==> src/rtl/alu_arbiter.sv <==
// Two-requester front end for a shared ALU: round-robin grant, registered
// operands, and a single tagged response slot with valid/ready backpressure.

module alu #(
  parameter int DATA_WIDTH    = 32,
  parameter int OPCODE_LENGTH = 4
) (
  input  logic [DATA_WIDTH-1:0]    a_i,
  input  logic [DATA_WIDTH-1:0]    b_i,
  input  logic [OPCODE_LENGTH-1:0] op_i,
  output logic [DATA_WIDTH-1:0]    result_o
);

  localparam logic [OPCODE_LENGTH-1:0] OP_AND = OPCODE_LENGTH'(0);
  localparam logic [OPCODE_LENGTH-1:0] OP_OR  = OPCODE_LENGTH'(1);
  localparam logic [OPCODE_LENGTH-1:0] OP_ADD = OPCODE_LENGTH'(2);
  localparam logic [OPCODE_LENGTH-1:0] OP_XOR = OPCODE_LENGTH'(3);
  localparam logic [OPCODE_LENGTH-1:0] OP_SUB = OPCODE_LENGTH'(4);
  localparam logic [OPCODE_LENGTH-1:0] OP_NE  = OPCODE_LENGTH'(5);
  localparam logic [OPCODE_LENGTH-1:0] OP_LT  = OPCODE_LENGTH'(6);
  localparam logic [OPCODE_LENGTH-1:0] OP_GE  = OPCODE_LENGTH'(7);
  localparam logic [OPCODE_LENGTH-1:0] OP_EQ  = OPCODE_LENGTH'(8);

  function automatic logic [DATA_WIDTH-1:0] flag(input logic b);
    return {{(DATA_WIDTH-1){1'b0}}, b};
  endfunction

  // Comparisons are unsigned; ADD/SUB wrap naturally at DATA_WIDTH bits.
  always_comb begin
    result_o = '0;
    case (op_i)
      OP_AND:  result_o = a_i & b_i;
      OP_OR:   result_o = a_i | b_i;
      OP_ADD:  result_o = a_i + b_i;
      OP_XOR:  result_o = a_i ^ b_i;
      OP_SUB:  result_o = a_i - b_i;
      OP_NE:   result_o = flag(a_i != b_i);
      OP_LT:   result_o = flag(a_i < b_i);
      OP_GE:   result_o = flag(a_i >= b_i);
      OP_EQ:   result_o = flag(a_i == b_i);
      default: result_o = '0;
    endcase
  end

endmodule

module alu_arbiter #(
  parameter int DATA_WIDTH    = 32,
  parameter int OPCODE_LENGTH = 4
) (
  input  logic                     clk,
  input  logic                     reset,
  input  logic                     req0_valid,
  output logic                     req0_ready,
  input  logic [DATA_WIDTH-1:0]    req0_a,
  input  logic [DATA_WIDTH-1:0]    req0_b,
  input  logic [OPCODE_LENGTH-1:0] req0_op,
  input  logic                     req1_valid,
  output logic                     req1_ready,
  input  logic [DATA_WIDTH-1:0]    req1_a,
  input  logic [DATA_WIDTH-1:0]    req1_b,
  input  logic [OPCODE_LENGTH-1:0] req1_op,
  output logic                     rsp_valid,
  input  logic                     rsp_ready,
  output logic                     rsp_id,
  output logic [DATA_WIDTH-1:0]    rsp_result
);

  typedef enum logic {IDLE = 1'b0, HOLD = 1'b1} state_e;

  state_e                   state_q, state_d;
  logic [DATA_WIDTH-1:0]    op_a_q, op_b_q;
  logic [OPCODE_LENGTH-1:0] op_code_q;
  logic                     id_q;
  logic                     last_grant_q;

  logic                     can_accept;
  logic                     grant_vld;
  logic                     grant_id;
  logic [DATA_WIDTH-1:0]    alu_result;

  // The response slot frees up in the same cycle it is consumed, so
  // rsp_ready feeds straight through to the request-side readies.
  assign can_accept = ~reset & ((state_q == IDLE) | rsp_ready);

  always_comb begin
    grant_vld = 1'b0;
    grant_id  = 1'b0;
    if (can_accept) begin
      if (req0_valid && req1_valid) begin
        grant_vld = 1'b1;
        grant_id  = ~last_grant_q;
      end else if (req0_valid) begin
        grant_vld = 1'b1;
        grant_id  = 1'b0;
      end else if (req1_valid) begin
        grant_vld = 1'b1;
        grant_id  = 1'b1;
      end
    end
  end

  // State register
  always_ff @(posedge clk) begin
    if (reset) state_q <= IDLE;
    else       state_q <= state_d;
  end

  // Next-state logic
  always_comb begin
    state_d = state_q;
    if (grant_vld)                          state_d = HOLD;
    else if (state_q == HOLD && rsp_ready)  state_d = IDLE;
  end

  // Output logic
  always_comb begin
    req0_ready = grant_vld & ~grant_id;
    req1_ready = grant_vld &  grant_id;
    rsp_valid  = (state_q == HOLD);
  end

  // Operand capture; everything stays frozen while a response waits.
  always_ff @(posedge clk) begin
    if (reset) begin
      op_a_q       <= '0;
      op_b_q       <= '0;
      op_code_q    <= '0;
      id_q         <= 1'b0;
      last_grant_q <= 1'b1;
    end else if (grant_vld) begin
      op_a_q       <= grant_id ? req1_a  : req0_a;
      op_b_q       <= grant_id ? req1_b  : req0_b;
      op_code_q    <= grant_id ? req1_op : req0_op;
      id_q         <= grant_id;
      last_grant_q <= grant_id;
    end
  end

  alu #(
    .DATA_WIDTH   (DATA_WIDTH),
    .OPCODE_LENGTH(OPCODE_LENGTH)
  ) u_alu (
    .a_i     (op_a_q),
    .b_i     (op_b_q),
    .op_i    (op_code_q),
    .result_o(alu_result)
  );

  assign rsp_id     = id_q;
  assign rsp_result = rsp_valid ? alu_result : '0;

endmodule
==> config.mk <==
export PLATFORM = sky130hd
export DESIGN_NAME = alu_arbiter
export DESIGN_NICKNAME = d
export VERILOG_FILES = /design/src/rtl/alu_arbiter.sv
export SDC_FILE = /design/constraint.sdc
export NUM_CORES = 1
export LEC_CHECK = 0
export BUFFER_PORTS_ARGS = -buffer_cell sky130_fd_sc_hd__buf_2
export CORE_MARGIN = 2
export CORE_UTILIZATION = 35
export DETAILED_ROUTE_END_ITERATION = 8
export PLACE_DENSITY_LB_ADDON = 0.15
export SLEW_MARGIN = 40
export SYNTH_ARGS = -nofsm -noshare
export SYNTH_HDL_FRONTEND = slang
export SYNTH_SLANG_ARGS = --single-unit
export TNS_END_PERCENT = 10
==> constraint.sdc <==
create_clock -name clk -period 8.5 [get_ports clk]
set_input_delay 0.85 -clock clk [delete_from_list [all_inputs] [get_ports clk]]
set_output_delay 0.85 -clock clk [all_outputs]
set_load 0.1 [all_outputs]
== Word level (Yosys, flattened, before mapping) ==
Cells that the tools add are included.
W data, S select, Z words.

* Output and inout port bits: 36
* Bits of input ports: 141
* Register bits after elaboration: 71
* Logic and storage cells: 49

* Mux-type cells: 14
* Bitwise logic cells: 11
* $lt $le $gt $ge: 2
* $add $sub $neg: 2
* Reductions and logical operators: 4
* Eq/ne operators: 10

{| class="wikitable"
|+ Operators by type and width
! cell !! number
|-
| $pmux W32 S9 || 1
|-
| $mux W32 || 3
|-
| $add A32 B32 Y32 || 1
|-
| $and A32 B32 Y32 || 1
|-
| $eq A32 B32 Y1 || 1
|-
| $ge A32 B32 Y1 || 1
|-
| $lt A32 B32 Y1 || 1
|-
| $ne A32 B32 Y1 || 1
|-
| $or A32 B32 Y32 || 1
|-
| $sub A32 B32 Y32 || 1
|-
| $xor A32 B32 Y32 || 1
|-
| $eq A4 B3 Y1 const B || 4
|-
| $mux W1 || 9
|-
| $eq A4 B2 Y1 const B || 2
|-
| $eq A4 B1 Y1 const B || 1
|-
| $eq A4 B4 Y1 const B || 1
|-
| $logic_not A4 Y1 || 1
|-
| $mux W4 || 1
|-
| $not A1 Y1 || 4
|-
| $and A1 B1 Y1 || 3
|-
| $logic_and A1 B1 Y1 || 2
|-
| $reduce_bool A2 Y1 || 1
|-
| $or A1 B1 Y1 || 1
|}

== Longest topological paths before layout ==
Gate-level depths: netlist of run 1.

* Depth after elaboration: 6
* Mapped depth: 13
* Mapped depth without buffers: 13

== By module ==
Synthesis of run 1 repeated with hierarchy kept, for this count alone.

* Cells, all modules: 1,223
* Area, all modules: 8,748.4 um2

{| class="wikitable"
|+ By module, submodules not included
! module !! instances !! area each (um2) !! cells each
|-
| alu || 1 || 5,395.2 || 854
|-
| alu_arbiter || 1 || 3,353.2 || 369
|}

== Worst setup path after synthesis of run 1 ==
OpenSTA, ideal clock, no wires.

* Path kind: register to output
* Start: register op_a_q[17]
* End: output port rsp_result[27]
* Stages on the path, launching flop included: 12
* Path slack: 2,927 ps
* Arrival time: 4,723 ps
* Data required time: 7,650 ps
* Path through: dfxtp_1 -> inv_1 -> ha_1 -> clkbuf_1 -> or4_1 -> or3_1 -> a2111oi_0 -> a211oi_1 -> o21ai_1 -> a21oi_1 -> o221a_2 -> nor3_1

* Word-level cells in the longest chain between the ends: 3
* Elaborated cells between the ends (all ways): 4

{| class="wikitable"
|+ RTL lines
! what !! RTL line !! text
|-
| start: declaration || 72 || <nowiki>logic [DATA_WIDTH-1:0] op_a_q, op_b_q;</nowiki>
|-
| start signal: assignment || 132 || <nowiki>op_a_q <= grant_id ? req1_a : req0_a;</nowiki>
|-
| $sub A32 B32 Y32 or $add A32 B32 Y32 (tied branches) || 36, 34 ||
|-
| $pmux W32 S9 * || 31 || <nowiki>case (op_i)</nowiki>
|-
| $mux W32 * || 151 || <nowiki>assign rsp_result = rsp_valid ? alu_result : '0;</nowiki>
|-
| end: declaration || 66 || <nowiki>output logic [DATA_WIDTH-1:0] rsp_result</nowiki>
|}

Every way passes the cells marked *; elsewhere a longest branch is shown, timed or not.

== Final worst setup path of run 1 ==
* Start: register op_a_q[6]
* End: output port rsp_result[27]

Same word-level chain as after synthesis.

==> flow_summary.toml, run 1 <==
[synth]
synthCells = 1087
synth_top_flop_cell = "dfxtp_1"
syn-cell-area_um2 = 7870
synth_seq_cells = 71
syn_avg_cell_area_um2 = 7.24
yosys_warnings = 0
async_flop_share_pct = 0
synth_edf_count = 0
synth_cell_types = 78
ys_seq_area_share_pct = 18.1
synth_nets = 1329

[floorplanning]
initial_core_util_pct = 35.8
num_io_pins = 177
die_w_um = 154
die_h_um = 154
die-area_um2 = 23700
core.rowCount = 54
coreArea_um2 = 22000

[critical_path]
cp_max_fo = 11
slowest_delay_ns = 0.49
ff2ff_setup_slack_ns = 6.48
critPathRequiredTime_ns = 7.65
setup.worst_path.end_class = "output port"
r2r_cells = 6
start_kind = "flop"
crit_slowest_cell = "buf_2"
worst_r2r_startpoint = "rsp_valid"
critPathArrivalTime_ns = 4.35
crit_path_cell_trace = "inv_1 -> ha_1 -> nor4_2 -> o311ai_1 -> a41oi_1 -> nor2_1 -> o41ai_1 -> a211oi_1 -> o21ai_1 -> a21oi_1 -> o221a_2 -> nor3_1 -> buf_2"
crit_type = "flop to output port"
reg2reg_to = "op_a_q[30]"

[route]
first_pass_iters = 7
routed_wl_mm = 27.7
vias = 8764
wl_per_cell_um = 18.6
drtIter0Drc = 989
ant_nets = 0
drc_errors = 0
drt-vias-per-instance = 5.89

[run]
max-cap-violations = 0

[clock_tree]
post_cts_resize_count = 0
clk_path_buf_depth = 2
cts.clk_slew.worst_paths_ns = 0.06
h-tree-depth = 3
cts_hold_buffers = 0
numCtsBuffers = 9
clock_sinks = 71
postCtsSetupRepairBufs = 0
cts_tree = "done"
cts_root_buf = "clkbuf_16"
clk_latency_ns = 0.36

[place]
gp_congestion = 0.966
dp_hpwl_mm = 20.4
io_buffer_count = 176
placedCellCount = 1474

[grt]
grt_pass1_wl_mm = 44.2
grt_use_total_pct = 22.9
grt_max_degree = 73
gr-total-overflow = 0
first_global_vias = 8313
antenna_found_initial = 0

[power_and_ir_drop]
power_per_cell_area_nw_per_um2 = 161
p_leak_uw = 0.00393
ir_worst_vdd_uv = 99.8

[cells_and_area]
multi_input_area_um2 = 5820
n_antenna_cell = 0
drive_above_1_share_pct = 18.8
seqCellArea_um2 = 1420
instances_no_fill = 1489
layout.nets = 1447
num-fill-cells = 2340
area_growth_syn_to_layout_pct = 17.2
utilization_pct = 42.0

[sta]
fin_hold_ws_ns = 0.464
slew_headroom_pct = 44.1
hold_viol_final = 0
tightest_slew_ns = 0.839
fmax_ghz = 0.192
rsz0062_at_grt = "false"
fin_crit_ns = 5.20
skew_ns = 0.00794
fin_tns_setup_ns = 0
setup_viol = 0
finalMaxSlewViolations = 0
period_share_pct = 61.1

[hold_path]
hold_start = "last_grant_q"
hold_depth = 1
whs_endpoint = "last_grant_q"
min_path_type = "flop to flop"

[status]
status = "finished, final reports clean"
==> area by class of cell <==
class | instances | area share (%)
Multi-Input combinational cell | 839 | 63.1
Clock inverter | 6 | 0.936
Clock buffer | 9 | 2.44
Inverter | 98 | 3.99
Timing Repair Buffer | 186 | 10.4
Sequential cell | 71 | 15.4
Tap cell | 280 | 3.80
==> layout by cell type (no fill, tap or decap), drive strengths merged, types with 12 or more instances in the layout <==
master / instances
dfxtp: 71
a221oi: 18
nand3: 16
nor2b: 13
xnor2: 12
o21bai: 21
ha: 99
nor3: 29
nor2: 168
a21o: 18
inv: 97
buf: 186
a21oi: 100
o21ai: 57
a222oi: 68
nand2: 50
a31oi: 14
==> sequential cells by signal, summed over array words and instances, names as in the netlist <==
name,count
last_grant_q,1
rsp_valid,1
op_b_q,32
rsp_id,1
op_code_q,4
op_a_q,32
==> critical path: cells and delay by family (launching register included) <==
kind / cells / cell delay (ns)
adder cells (fa/ha/maj): 1 / 0.43
AO/OA/AOI/OAI: 7 / 1.73
AND/OR/NAND/NOR: 3 / 0.87
buffers and inverters: 2 / 0.56
flip-flops: 1 / 0.41
==> synthesized netlist by cell type, drive strengths merged (3+ instances only) <==
cell type	n	area (um^2)
nand3	16	80.1
a222oi	68	681
a31o	3	26.3
a21o	18	135
nor2	168	631
o211ai	8	60.1
nand4	8	50.1
o221ai	5	43.8
a2111oi	4	36.3
buf	8	41.3
o31ai	9	81.3
o21bai	21	158
nand2b	9	71.3
nand3b	3	22.5
clkbuf	71	267
or4	5	41.3
nor2b	13	81.3
and3	5	31.3
a22oi	4	30.0
o41ai	3	26.3
mux2i	5	50.1
ha	99	1240
a31oi	14	87.6
a21oi	100	508
o311ai	5	43.8
o21ai	57	285
o21a	6	45.0
and2	8	50.1
xnor2	12	105
nor3	29	145
a211oi	6	45.0
nand2	50	188
o22ai	7	43.8
a221o	3	30.0
dfxtp	71	1420
or3	8	50.1
o2111ai	4	35.0
inv	97	364
nor4	9	77.6
a221oi	18	164
==> power breakdown <==
group	switching, uW	internal (uW)	total (uW)	leakage (uW)
clock	164	255	418	0.000151
combinational	462	223	685	0.00319
sequential	26.0	357	383	0.000583
total	652	835	1490	0.00393
==> worst max path at each step <==
stage                     from        endpoint  cells past startpoint
floorplan           op_a_q[17]  rsp_result[27]                     11
global placement     op_a_q[6]  rsp_result[27]                     13
detailed placement   op_a_q[1]  rsp_result[31]                     13
CTS                  op_a_q[6]  rsp_result[27]                     13
global route         op_a_q[6]  rsp_result[27]                     13
finish               op_a_q[6]  rsp_result[27]                     13
==> metal layers <==
metal,track usage (%),routed length [um]
met4,7.79,677
met5,0,0
met1,30.8,12800
met2,38.1,12800
met3,2.85,1390
==> per-stage QoR <==
| step | worst slack, ns | power, uW | instance area, um^2 |
|---|---|---|---|
| global route | 3.06 | 1570 | 9220 |
| detailed placement | 3.84 | 1070 | 8900 |
| CTS | 3.41 | 1490 | 9220 |
| finish | 3.30 | 1490 | 9220 |
| global placement | 3.81 | 1060 | 8900 |
| floorplan | 2.93 | 888 | 7870 |
==> kinds of logic after synthesis <==
group,Yosys count,share of synthesized area (%)
buffers and inverters,177,8.59
flip-flops,71,18.1
XOR/XNOR,13,1.45
AND/OR/NAND/NOR,336,19.8
AO/OA/AOI/OAI,383,35.1
multiplexers,6,0.779
adder cells (fa/ha/maj),101,16.3
Power figures use the tool's default switching activity.
==> run 2: changes to the inputs <==
Clock period 8.5 ns to 4.9 ns, I/O delays scaled along.
==> flow_summary.toml, run 2 (synthesized netlist as in run 1, its figures left out) <==
[sta]
hold_viol_final = 0
fin_crit_ns = 4.63
tightest_slew_ns = 0.807
fmax_ghz = 0.216
period_share_pct = 94.4
setup_viol = 0
rsz0062_at_grt = "true"
slew_headroom_pct = 46.2
finalMaxSlewViolations = 0
skew_ns = 0.00541

[route]
dr_wl_met3_mm = 1.60
routed.top_layer = "met4"
routed_wl_mm = 27.8
drtIter0Drc = 975
wl_met2_mm = 13.0
first_pass_iters = 7
vias = 8861
met1_length_mm = 12.6
drc_errors = 0
ant_nets = 0
drt-vias-per-instance = 5.91
wl_per_cell_um = 18.6

[clock_tree]
clk_latency_ns = 0.35
cts_hold_buffers = 0
h-tree-depth = 3
numCtsBuffers = 9
postCtsSetupRepairBufs = 0
cts_root_buf = "clkbuf_16"
cts.clk_slew.worst_paths_ns = 0.06
clock_sinks = 71
post_cts_resize_count = 0
clk_path_buf_depth = 2
cts_tree = "done"

[cells_and_area]
n_antenna_cell = 0
num-fill-cells = 2305
top_regs = "op_a_q: 32 flops, op_b_q: 32 flops, op_code_q: 4 flops"
final_common_cell = "buf_2"
instances_no_fill = 1499
layout.nets = 1457
area_growth_syn_to_layout_pct = 18.4
finalInstanceArea_um2 = 9310
final_cell_mix = "buf_2 (174), nor2_1 (167), ha_1 (99)"
drive_above_1_share_pct = 19.4
utilization_pct = 42.4

[floorplanning]
core.rowCount = 54
die_h_um = 154
num_io_pins = 177
coreArea_um2 = 22000
die-area_um2 = 23700
die_w_um = 154
initial_core_util_pct = 35.8

[place]
gp_congestion = 0.976
io_buffer_count = 176
placedCellCount = 1484
dpl_cell_area_um2 = 8990
dp_hpwl_mm = 20.6

[hold_path]
hold_start = "req1_a[18]"
min_path_type = "input pin to flop"

[critical_path]
critPathRequiredTime_ns = 4.41
setup.worst_path.end_class = "output port"
cp_max_fo = 7
crit_slowest_cell = "buf_2"
start_kind = "flop"
critPathArrivalTime_ns = 4.14
crit_path_cell_trace = "ha_1 -> fa_1 -> a21o_1 -> a21oi_1 -> o21bai_1 -> a21o_1 -> a311o_1 -> a311oi_2 -> o31ai_1 -> or2_1 -> a31o_1 -> a31oi_1 -> buf_2"
slowest_delay_ns = 0.47
cp-startpoint = "op_a_q[0]"
worst_r2r_startpoint = "rsp_valid"
crit_top_cell = "a21o_1"
crit_type = "flop to output port"

[grt]
grt_max_degree = 72
gr-total-overflow = 0
antenna_found_initial = 0
grt_pass1_wl_mm = 44.6
grt_use_total_pct = 23.2
first_global_vias = 8430

[power_and_ir_drop]
ir_worst_vdd_uv = 158
p_leak_uw = 0.00398
power_per_cell_area_nw_per_um2 = 275

[status]
status = "finished, final reports clean"

[run]
max-cap-violations = 0
==> run 2: cell count changes in the layout (fill, tap and decap cells not counted), sizes merged <==
| cell | previous run | this run |
|---|---|---|
| buf | 186 | 195 |
| bufinv | 2 | 1 |
| clkbuf | 9 | 12 |
| clkinvlp | 1 | 0 |
==> run 2: per-stage QoR <==
| stage | hold WS (ns) | setup slack (ns) | TNS, ns | power, uW |
|---|---|---|---|---|
| after floorplan | 0.431 | 0.0615 | 0 | 1540 |
| after global placement | 0.447 | 0.488 | 0 | 1870 |
| after detailed placement | 0.450 | 0.529 | 0 | 1870 |
| after CTS | 0.369 | 0.112 | 0 | 2570 |
| after global routing | 0.384 | -0.00184 | -0.00184 | 2720 |
| final | 0.377 | 0.272 | 0 | 2560 |
==> run 2: area by class of cell <==
type                    instances  area (um^2)  share of cell area (%)
clock buffers                  11          253                    2.71
clock inverters                 4         45.0                   0.484
inverters                      98          368                    3.95
multi-input cells             839         5830                    62.6
flip-flops and latches         71         1420                    15.3
well taps                     280          350                    3.76
repair buffers                196         1050                    11.3
==> run 2: final timing paths <==
kind                                        to  slack (ns)  depth (start not counted)
worst max register to register      op_a_q[25]        2.72                          6
worst min register to register    last_grant_q        0.46                          1
worst max-delay path            rsp_result[26]        0.27                         13
worst min-delay path                op_a_q[18]        0.38                          3
==> run 2: power by group <==
group / switching, uW / total [uW] / internal, uW
registers: 49.7 / 669 / 619
logic: 804 / 1210 / 402
clock network: 267 / 684 / 417
==> run 2: critical path: cells and delay by family, from the launching register on <==
kind | cells | cell delay [ns]
AOI/OAI and AO/OA | 9 | 2.14
adders and majority gates | 2 | 0.65
buffers and inverters | 1 | 0.47
DFF | 1 | 0.33
and+or+nand+nor | 1 | 0.22
==> run 2: routing by layer <==
metal	track usage, %	vias to the layer above
met1	31.2	4229
met5	0	-
met2	38.4	314
met3	3.35	41
met4	7.03	0
li1	-	4277
